--- src/rtl/a2d_spi_resp.sv ---
// SPI responder modelling an 8-channel 12-bit A2D converter: decodes channel-select
// frames on MOSI and returns the sample selected by the previous frame on MISO.
module a2d_spi_resp #(
  parameter int DATA_W  = 12,
  parameter int FRAME_W = 16,
  parameter int NUM_CH  = 8
) (
  input  logic                     clk,
  input  logic                     rst,
  input  logic                     SS_n,
  input  logic                     SCLK,
  input  logic                     MOSI,
  input  logic [NUM_CH*DATA_W-1:0] ch_data,
  output logic                     MISO,
  output logic [2:0]               chnl_sel,
  output logic                     cmd_vld,
  output logic                     frame_err,
  output logic [7:0]               frm_cnt
);

  localparam logic [4:0] FRAME_LEN = 5'(FRAME_W);
  localparam int         CH_LSB    = FRAME_W - 5;

  typedef enum logic [1:0] {RESYNC, IDLE, SHIFT} state_t;

  state_t               state;
  logic [2:0]           ss_sync;
  logic [2:0]           sclk_sync;
  logic [1:0]           mosi_sync;
  logic [1:0]           settle_cnt;
  logic [FRAME_W-1:0]   rx_shft;
  logic [FRAME_W-1:0]   tx_shft;
  logic [4:0]           bit_cnt;
  logic [FRAME_W-1:0]   rx_nxt;
  logic [4:0]           bit_cnt_nxt;
  logic [DATA_W-1:0]    ch_arr [NUM_CH];

  logic ss_fall, ss_rise, sclk_rise, sclk_fall;

  for (genvar k = 0; k < NUM_CH; k++) begin : g_unpack
    assign ch_arr[k] = ch_data[k*DATA_W +: DATA_W];
  end

  // Two-flop synchronisers; the third stage on SS_n/SCLK is only for edge detection.
  always_ff @(posedge clk) begin
    if (rst) begin
      ss_sync   <= 3'b111;
      sclk_sync <= 3'b000;
      mosi_sync <= 2'b00;
    end else begin
      ss_sync   <= {ss_sync[1:0], SS_n};
      sclk_sync <= {sclk_sync[1:0], SCLK};
      mosi_sync <= {mosi_sync[0], MOSI};
    end
  end

  assign ss_fall   =  ss_sync[2]   & ~ss_sync[1];
  assign ss_rise   = ~ss_sync[2]   &  ss_sync[1];
  assign sclk_rise = ~sclk_sync[2] &  sclk_sync[1];
  assign sclk_fall =  sclk_sync[2] & ~sclk_sync[1];

  // A rise coinciding with SS_n release must be counted before the end-of-frame check.
  always_comb begin
    // NOTE: defaults first so every path assigns these and no latch is inferred.
    rx_nxt      = rx_shft;
    bit_cnt_nxt = bit_cnt;
    if (sclk_rise) begin
      rx_nxt = {rx_shft[FRAME_W-2:0], mosi_sync[1]};
      if (bit_cnt != 5'd31) bit_cnt_nxt = bit_cnt + 5'd1;
    end
  end

  always_ff @(posedge clk) begin
    // NOTE: non-blocking assignments so every register updates from pre-edge values.
    if (rst) begin
      state      <= RESYNC;
      settle_cnt <= 2'd0;
      rx_shft    <= '0;
      tx_shft    <= '0;
      bit_cnt    <= 5'd0;
      chnl_sel   <= 3'd0;
      frm_cnt    <= 8'd0;
      cmd_vld    <= 1'b0;
      frame_err  <= 1'b0;
    end else begin
      cmd_vld   <= 1'b0;
      frame_err <= 1'b0;
      case (state)
        // Let the sync pipeline flush so a frame cut by reset never looks like a new one.
        RESYNC: begin
          if (settle_cnt != 2'd3)
            settle_cnt <= settle_cnt + 2'd1;
          else if (ss_sync[1] && ss_sync[2])
            state <= IDLE;
        end
        IDLE: begin
          if (ss_fall) begin
            tx_shft <= {{(FRAME_W-DATA_W){1'b0}}, ch_arr[chnl_sel]};
            bit_cnt <= 5'd0;
            state   <= SHIFT;
          end
        end
        SHIFT: begin
          rx_shft <= rx_nxt;
          bit_cnt <= bit_cnt_nxt;
          if (sclk_fall && bit_cnt != 5'd0)
            tx_shft <= {tx_shft[FRAME_W-2:0], 1'b0};
          if (ss_rise) begin
            state <= IDLE;
            if (bit_cnt_nxt == FRAME_LEN) begin
              chnl_sel <= rx_nxt[CH_LSB+2:CH_LSB];
              cmd_vld  <= 1'b1;
              frm_cnt  <= frm_cnt + 8'd1;
            end else begin
              frame_err <= 1'b1;
            end
          end
        end
        default: state <= RESYNC;
      endcase
    end
  end

  assign MISO = (state == SHIFT) ? tx_shft[FRAME_W-1] : 1'b0;

endmodule
--- config.mk ---
export PLATFORM = sky130hd
export DESIGN_NAME = a2d_spi_resp
export DESIGN_NICKNAME = d
export VERILOG_FILES = /design/src/rtl/a2d_spi_resp.sv
export SDC_FILE = /design/constraint.sdc
export NUM_CORES = 1
export LEC_CHECK = 0
export ABC_AREA = 0
export CORE_MARGIN = 3
export CORE_UTILIZATION = 46
export CTS_BUF_LIST = sky130_fd_sc_hd__clkbuf_4 sky130_fd_sc_hd__clkbuf_8 sky130_fd_sc_hd__clkbuf_16
export DETAILED_ROUTE_END_ITERATION = 6
export PLACE_DENSITY = 0.79
export REMOVE_ABC_BUFFERS = 1
export SYNTH_ARGS = -nofsm -noshare
export SYNTH_HDL_FRONTEND = slang
export SYNTH_SLANG_ARGS = --single-unit
--- constraint.sdc ---
create_clock -name clk -period 2.7 [get_ports clk]
set_clock_uncertainty 0.1 [all_clocks]
set_input_delay 0.27 -clock clk [delete_from_list [all_inputs] [get_ports clk]]
set_output_delay 0.27 -clock clk [all_outputs]
set_load 0.02 [all_outputs]
# Word-level counts from Yosys, hierarchy flattened
# Index checks and enable logic that the tools add are counted.
[word_totals] reg_bits=60 in_bits=101 output_inout_bits=14 word_cells=69
[classes] addsub=3 magnitude_cmp=1 n_eq_ne=10 muxes=19 n_bitwise=11 reduce_logical=12
[op_table] operator="$bmux 12 s3" count=1
[op_table] operator="$mux 16" count=2
[op_table] operator="$pmux 16 s2" count=1
[op_table] operator="$mux 12" count=2
[op_table] operator="$mux 5" count=3
[op_table] operator="$mux 14" count=1
[op_table] operator="$ne 2x2->1 const B" count=6
[op_table] operator="$pmux 5 s2" count=1
[op_table] operator="$add 8x1->8 const B" count=1
[op_table] operator="$mux 2" count=4
[op_table] operator="$not 1->1" count=6
[op_table] operator="$pmux 2 s3" count=1
[op_table] operator="$reduce_and 2->1" count=3
[op_table] operator="$reduce_and 3->1" count=2
[op_table] operator="$add 5x1->5 const B" count=1
[op_table] operator="$eq 5x5->1 const B" count=1
[op_table] operator="$ne 5x5->1 const B" count=1
[op_table] operator="$reduce_bool 5->1" count=1
[op_table] operator="$and 1x1->1" count=4
[op_table] operator="$ge 4x4->1 const B" count=1
[op_table] operator="$not 3->4" count=1
[op_table] operator="$reduce_and 4->1" count=1
[op_table] operator="$mux 1" count=3
[op_table] operator="$reduce_or 3->1" count=1
[op_table] operator="other kinds (6)" count=7

# Longest topological paths before layout
# Gate-level depths: netlist of the first run.
[depth] ltp_word=6 depth_mapped=7 depth_no_buf=6

# Worst setup path after synthesis of the first run
# Ideal clock, no wire load.
[synth_timing] path_type="reg2reg" from="reg bit_cnt[0]" to="reg frm_cnt[5]" setup_ns=0.121 arrival_ns=1.876 required_time_ns=2.479 setup_slack_ns=0.603 stages_incl_launch_ff=7 n_path_buf=0 synth_period_minus_slack_ns=2.097 cell_sequence="dfxtp_1 ha_1 nand4_1 nand3_1 nand3_2 nor4_1 mux2_2"
[synth_via] elab_chain_cells=5 word_cells_on_any_way=6 cone_classes="add/sub: 1; eq/ne: 2; mux: 2; reduce/logical: 1"
[synth_lines] item="start: declaration" line="33" source="logic [4:0] bit_cnt;"
[synth_lines] item="start signal: assignment" line="105" source="bit_cnt <= bit_cnt_nxt;"
[synth_lines] item="$add 5x1->5 / $ne 5x5->1 (equally long branches)" line="69" source="if (bit_cnt != 5'd31) bit_cnt_nxt = bit_cnt + 5'd1;"
[synth_lines] item="$mux 5" line="69"
[synth_lines] item="$mux 5 (*)" line="67" source="if (sclk_rise) begin"
[synth_lines] item="$eq 5x5->1 (*)" line="110" source="if (bit_cnt_nxt == FRAME_LEN) begin"
[synth_lines] item="$reduce_and 3->1 (no line) (*)"
[synth_lines] item="end signal: assignment" line="113" source="frm_cnt <= frm_cnt + 8'd1;"
[synth_lines] item="end: declaration" line="18" source="output logic [7:0] frm_cnt"
# Mark *: on every way between the ends. The rest lies on a longest branch, timed or not.
# A chain may end at the register's enable or synchronous reset.

# Worst setup path after layout of the first run
[layout_timing] from="reg bit_cnt[0]" to="reg frm_cnt[6]"
# The elaborated chain is that of the path after synthesis.

==> results of run 1 <==
## logic make-up after synthesis
logic type	share of synthesized area
simple gates	0.2065
xor+xnor	0.007974
fa+ha+maj	0.01519
mux	0.2229
flops	0.3645
buf+inv	0.04404
compound gates	0.1390
## per-stage QoR
stage	instances	util	power (mW)
5_1_grt	551	0.6816	2.098
3_5_place_dp	535	0.6505	1.213
2_1_floorplan	319	-	1.038
4_1_cts	551	0.6807	2.041
6_report	551	0.6816	2.028
3_3_place_gp	535	0.6505	1.202
## placed cells by master (no fill, tap or decap), drive strengths merged, types with 4 or more instances in the layout
cell type / n
clkbuf: 9
buf: 7
nor2: 12
nand2: 62
nor3: 4
a21oi: 45
ha: 4
o211ai: 12
mux2i: 16
nor2b: 8
nand3: 18
o21ai: 4
clkdlybuf4s50: 113
dfxtp: 60
inv: 7
mux4: 24
## worst paths after layout
| path | start | endpoint | slack [ns] |
|---|---|---|---|
| max reg2reg | bit_cnt[0] | frm_cnt[6] | 0.15 |
| min reg2reg | mosi_sync[1] | rx_shft[0] | 0.34 |
| max | bit_cnt[0] | frm_cnt[6] | 0.15 |
| min | mosi_sync[1] | rx_shft[0] | 0.34 |
## critical path, stage by stage (launching register included)
cell     delay, ns
dfxtp_1       0.48
ha_1          0.36
nand4_1       0.27
nand3_1       0.22
nand3_2       0.26
nor4_1        0.39
mux2_2        0.37
## final cells by class
class | count | share of cell area
multi-input combinational | 255 | 0.4177
sequential | 60 | 0.2568
clock buffer | 9 | 0.02646
inverter | 4 | 0.003207
tap | 96 | 0.02565
timing repair buffer | 120 | 0.2523
clock inverter | 7 | 0.01790
## power by group
group / switching, mW / internal [mW]
Sequential: 0.0151 / 0.907
Clock: 0.396 / 0.442
Combinational: 0.0766 / 0.191
## layer usage
| layer | up-vias | routed length, um | part of all wire |
|---|---|---|---|
| met4 | 0 | 101 | 0.012 |
| met1 | 1403 | 3264 | 0.40 |
| met2 | 74 | 4389 | 0.54 |
| li1 | 1475 | - | - |
| met5 | - | 0 | 0 |
| met3 | 10 | 385 | 0.047 |
## state kept, by name, summed over array words and instances, names as in the netlist
signal / cells
ss_sync: 3
settle_cnt: 2
cmd_vld: 1
frame_err: 1
chnl_sel: 3
sclk_sync: 3
tx_shft: 16
frm_cnt: 8
rx_shft: 14
bit_cnt: 5
state: 2
mosi_sync: 2
## cells in the mapped netlist (4+ instances only)
cell and instances:
mux2i_1 16, nor2b_1 8, ha_1 4, nand2_1 62, o21ai_0 4, buf_2 8
clkbuf_1 17, inv_1 4, nand3_1 17, mux4_2 24, a21oi_1 45, nor2_1 12
dfxtp_1 60, o211ai_1 12
==> reports/results.tsv, run 1 <==
stage	metric	value	unit
synthesis	yosysTopAreaCell	dfxtp_1	
floorplan	core-area	6869	sq um
synthesis	yosysTopAreaCellShare	0.3645	
route	routed_via_density	5.376	
route	routedWlPerCell	14.77	um
pwr	power.density	433.1	nW/um^2
clock_network	cts_tree	built	
sta	hold_slack	0.3361	ns
pwr	power.leakage	1.566	nW
global_route	use_met1	0.2140	
global_route	grtUsageMet2	0.3743	
critical_path	critical_path_arrival	2.69	ns
critical_path	crit_fanout	15	
sta	min_period	2.555	ns
global_route	busiest_layer	met2	
final_layout	drive_above_1_share	0.1429	
synthesis	synth_cells	347	
critical_path	required	2.83	ns
critical_path	r2r.worst_path.cells	6	
synthesis	yosys_warnings	0	
placed_design	pre_cts_ws	0.1973	ns
final_layout	diodes	0	
final_layout	syn_to_final_growth	42.07	%
status	status	completed	
final_layout	final-seq-area	1202	sq um
sta	finalWorstSetupSlack	0.1454	ns
global_route	grtUsageMet3	0.04500	
sta	rsz0062_at_grt	no	
clock_network	clk_pin_slew	0.08	ns
job	maxCapViolCount	0	
sta	final_hold_viol_count	0	
placed_design	postPlaceCellArea	4468	sq um
critical_path	end_kind	register	
sta	finalCritPeriodShare	0.9461	
clock_network	cts_resized	0	
global_route	grt_pass1_wl	13320	um
global_route	antenna_found_initial	0	
synthesis	syn_area_per_cell	9.498	sq um
route	drt_iter0_drc	108	
clock_network	clock_path_buffers	2	
route	dr.pass1.iters	5	
worst_hold_path	whs_path_depth	2	
floorplan	std_cell_rows	30	
clock_network	cts_buffers	9	
synthesis	synth_seq_cells	60	
synthesis	yosysUniqueCellTypes	47	
final_layout	fin_area	4682	sq um
floorplan	dieWidth	90.65	um
floorplan	initial_utilization	0.4798	
synthesis	synth.area.top_cells	dfxtp_1, mux4_2, nand2_1	
clock_network	cts_sinks	60	
global_route	grt_pass1_vias	2981	
global_route	gr-total-overflow	0	
global_route	grt_max_degree	44	
sta	max_slew.worst_pin.slew	0.8478	ns
floorplan	io_pins	115	
clock_network	clk_latency	0.34	ns
placed_design	dp_hpwl	6133	um
synthesis	syn_area	3296	sq um
clock_network	cts_htree_levels	3	
final_layout	fillCellCount	548	
synthesis	ys_async_sr_fraction	0	
route	drc	0	
clock_network	cts_root_buf	clkbuf_8	
route	postRouteAntennaNets	0	
sta	maxSlewViolCount	0	
global_route	track_usage	0.1971	
sta	fmax	391.5	MHz
sta	finalSetupViolations	0	
sta	setup_tns	0	ns
final_layout	nets	555	
clock_network	cts_hold_buf	0	
route	wl	8140	um
placed_design	portBuffers	114	
synthesis	ys.flop_type	dfxtp_1	
pwr	ir_drop	0.0002501	V
critical_path	startpoint_type	register	
final_layout	multi_input_area	1956	sq um
synthesis	synth_edf_count	0	
placed_design	gp_congestion	0.7750	
clock_network	cts_setup_buffers	0	
worst_hold_path	hold_class	register to register	
synthesis	ys_seq_area_frac	0.3645	
floorplan	die_y	90.65	um
critical_path	critical_path_class	register to register	
sta	slew_headroom	0.4329	
floorplan	die_area	8217	sq um
route	vias	2962	
(Power assumes the default switching activity.)
==> run 2, diff against run 1 <==
Settings changed: CORE_UTILIZATION 46 to 41, PLACE_DENSITY 0.79 to 0.75.
Clock period 2.7 ns to 2.35 ns, I/O delays scaled along.
==> run 2 against run 1 <==
Compared with the run above: total power grew 18%; design area rose by 2.0%; clock power increased by 22%; sequential power grew 15%; fmax increased by 17%; via count shrank 0.34%; highest routed layer unchanged.
==> reports/results.tsv, run 2 (synthesis gave the netlist of run 1 again) <==
stage	metric	value	unit	change
status	status	completed		unchanged
critical_path	required	2.48	ns	was 2.83 ns
route	routedWlPerCell	14.45	um	was 14.77 um
clock_network	clk_latency	0.34	ns	about the same
final_layout	mostFrequentLayoutCells	clkdlybuf4s50_1, nand2_1, dfxtp_1		unchanged
clock_network	cts_htree_levels	3		unchanged
final_layout	fin_util	0.6149		was 0.6816
clock_network	cts_root_buf	clkbuf_8		unchanged
route	met2_length	4433	um	was 4389 um
route	routed_via_density	5.253		was 5.376
final_layout	final_common_cell	clkdlybuf4s50_1		unchanged
sta	rsz0062_at_grt	no		unchanged
critical_path	end_kind	register		unchanged
final_layout	layout.cells.non_filler	562		was 551
clock_network	cts_tree	built		unchanged
clock_network	cts_buffers	9		unchanged
floorplan	die_area	9150	sq um	was 8217 sq um
sta	hold_slack	0.3097	ns	was 0.3361 ns
critical_path	critical_path_arrival	2.32	ns	was 2.69 ns
placed_design	place_inst	546		was 535
pwr	power.density	502.1	nW/um^2	was 433.1 nW/um^2
clock_network	clock_path_buffers	2		unchanged
floorplan	die_y	95.66	um	was 90.65 um
route	postRouteAntennaNets	0		unchanged
floorplan	core-area	7767	sq um	was 6869 sq um
final_layout	drive_above_1_share	0.1609		was 0.1429
critical_path	critical_path_class	register to register		unchanged
route	vias	2952		was 2,962
placed_design	dp_hpwl	6203	um	was 6133 um
sta	maxSlewViolCount	0		unchanged
floorplan	initial_utilization	0.4243		was 0.4798
placed_design	pre_cts_ws	0.05880	ns	was 0.1973 ns
placed_design	gp_congestion	0.8147		was 0.7750
final_layout	fin_area	4776	sq um	was 4682 sq um
floorplan	dieWidth	95.66	um	was 90.65 um
global_route	grt_max_degree	37		was 44
pwr	switching_share	0.2085		was 0.2406
global_route	gr-total-overflow	0		unchanged
pwr	internal_power	1.898	mW	was 1.540 mW
pwr	seq_power_share	0.443		was 0.455
floorplan	io_pins	115		unchanged
global_route	track_usage	0.1849		was 0.1971
pwr	total_power	2.398	mW	was 2.028 mW
route	drt_iter0_drc	87		was 108
sta	setup_tns	0	ns	unchanged
final_layout	syn_to_final_growth	44.91	%	was 42.07%
critical_path	startpoint_type	register		unchanged
final_layout	largest_register_ffs	16		unchanged
route	route.met3.wl	350	um	was 385 um
route	wl_met1	3263	um	was 3264 um
route	drc	0		unchanged
final_layout	top_register	tx_shft		unchanged
sta	fmax	456.9	MHz	was 391.5 MHz
final_layout	reg_top3	tx_shft x16, rx_shft x14, frm_cnt x8		unchanged
route	dr.pass1.iters	4		was 5
sta	finalCritPeriodShare	0.9313		was 0.9461
clock_network	cts_resized	0		unchanged
final_layout	fillCellCount	667		was 548
sta	finalSetupViolations	0		unchanged
sta	slew_headroom	0.4479		was 0.4329
global_route	grt_pass1_vias	2903		was 2,981
clock_network	cts_setup_buffers	0		unchanged
job	maxCapViolCount	0		unchanged
critical_path	cpMaxStageDelayCell	dfxtp_1		unchanged
placed_design	portBuffers	114		unchanged
clock_network	clk_pin_slew	0.07	ns	was 0.08 ns
floorplan	std_cell_rows	32		was 30
pwr	combPwrFrac	0.132		about the same
clock_network	cts_hold_buf	0		unchanged
critical_path	crit_chain	ha_2 > nand4_1 > nand3_1 > nand3_4 > nor4_2 > mux2_2		was ha_1 > nand4_1 > nand3_1 > nand3_2 > nor4_1 > mux2_2
critical_path	crit_fanout	15		unchanged
global_route	grt_pass1_wl	13230	um	was 13,320 um
pwr	switchingPower	0.5000	mW	was 0.4878 mW
sta	min_period	2.189	ns	was 2.555 ns
pwr	ir_drop	0.0002935	V	was 0.0002501 V
pwr	power.leakage	1.606	nW	was 1.566 nW
placed_design	postPlaceCellArea	4526	sq um	was 4468 sq um
pwr	p_clk_frac	0.426		was 0.413
sta	max_slew.worst_pin.slew	0.8253	ns	was 0.8478 ns
route	wl	8121	um	was 8140 um
global_route	antenna_found_initial	0		unchanged
worst_hold_path	hold_class	register to register		unchanged
sta	final_hold_viol_count	0		unchanged
critical_path	critPathMaxStageDelay	0.38	ns	was 0.48 ns
final_layout	diodes	0		unchanged
sta	finalWorstSetupSlack	0.1614	ns	was 0.1454 ns
route	top_layer_used	met4		unchanged
clock_network	cts_sinks	60		unchanged
final_layout	nets	560		was 555
run 2: cell type report:
cell class | instances | area, sq um | share of cell area
Timing Repair Buffer | 125 | 1231 | 0.2578
Clock inverter | 5 | 75.07 | 0.01572
Tap cell | 102 | 127.6 | 0.02672
Inverter | 4 | 15.01 | 0.003144
Clock buffer | 11 | 145.1 | 0.03039
Sequential cell | 60 | 1204 | 0.2520
Multi-Input combinational cell | 255 | 1978 | 0.4142
run 2: worst max-delay path: cells and delay by family (launching register included):
| family | cells | cell delay (ns) |
|---|---|---|
| mux | 1 | 0.37 |
| flops | 1 | 0.38 |
| simple gates | 4 | 0.95 |
| fa+ha+maj | 1 | 0.28 |
run 2: final timing paths:
kind	endpoint	slack, ns	depth (start not counted)	startpoint
max	frm_cnt[5]	0.16	6	bit_cnt[1]
min	ss_sync[1]	0.31	1	ss_sync[0]
max reg2reg	frm_cnt[5]	0.16	6	bit_cnt[1]
min reg2reg	ss_sync[1]	0.31	1	ss_sync[0]
run 2: metal layers:
metal / global-route usage / up-vias
li1: - / 1480
met5: 0 / -
met2: 0.3422 / 57
met3: 0.05209 / 7
met4: 0.04384 / 0
met1: 0.2078 / 1408
run 2: power groups by stage:
stage / clock (mW) / sequential [mW] / combinational [mW]
2_1_floorplan: 0 / 1.08 / 0.113
3_3_place_gp: 0 / 1.08 / 0.300
3_5_place_dp: 0 / 1.09 / 0.320
4_1_cts: 1.04 / 1.06 / 0.321
5_1_grt: 1.08 / 1.06 / 0.343
6_report: 1.02 / 1.06 / 0.316
==> run 3, diff against run 2 <==
Settings changed: TNS_END_PERCENT set to 1.
==> results of run 3 <==
Final layout, timing and power as in run 2 (identical DEF).
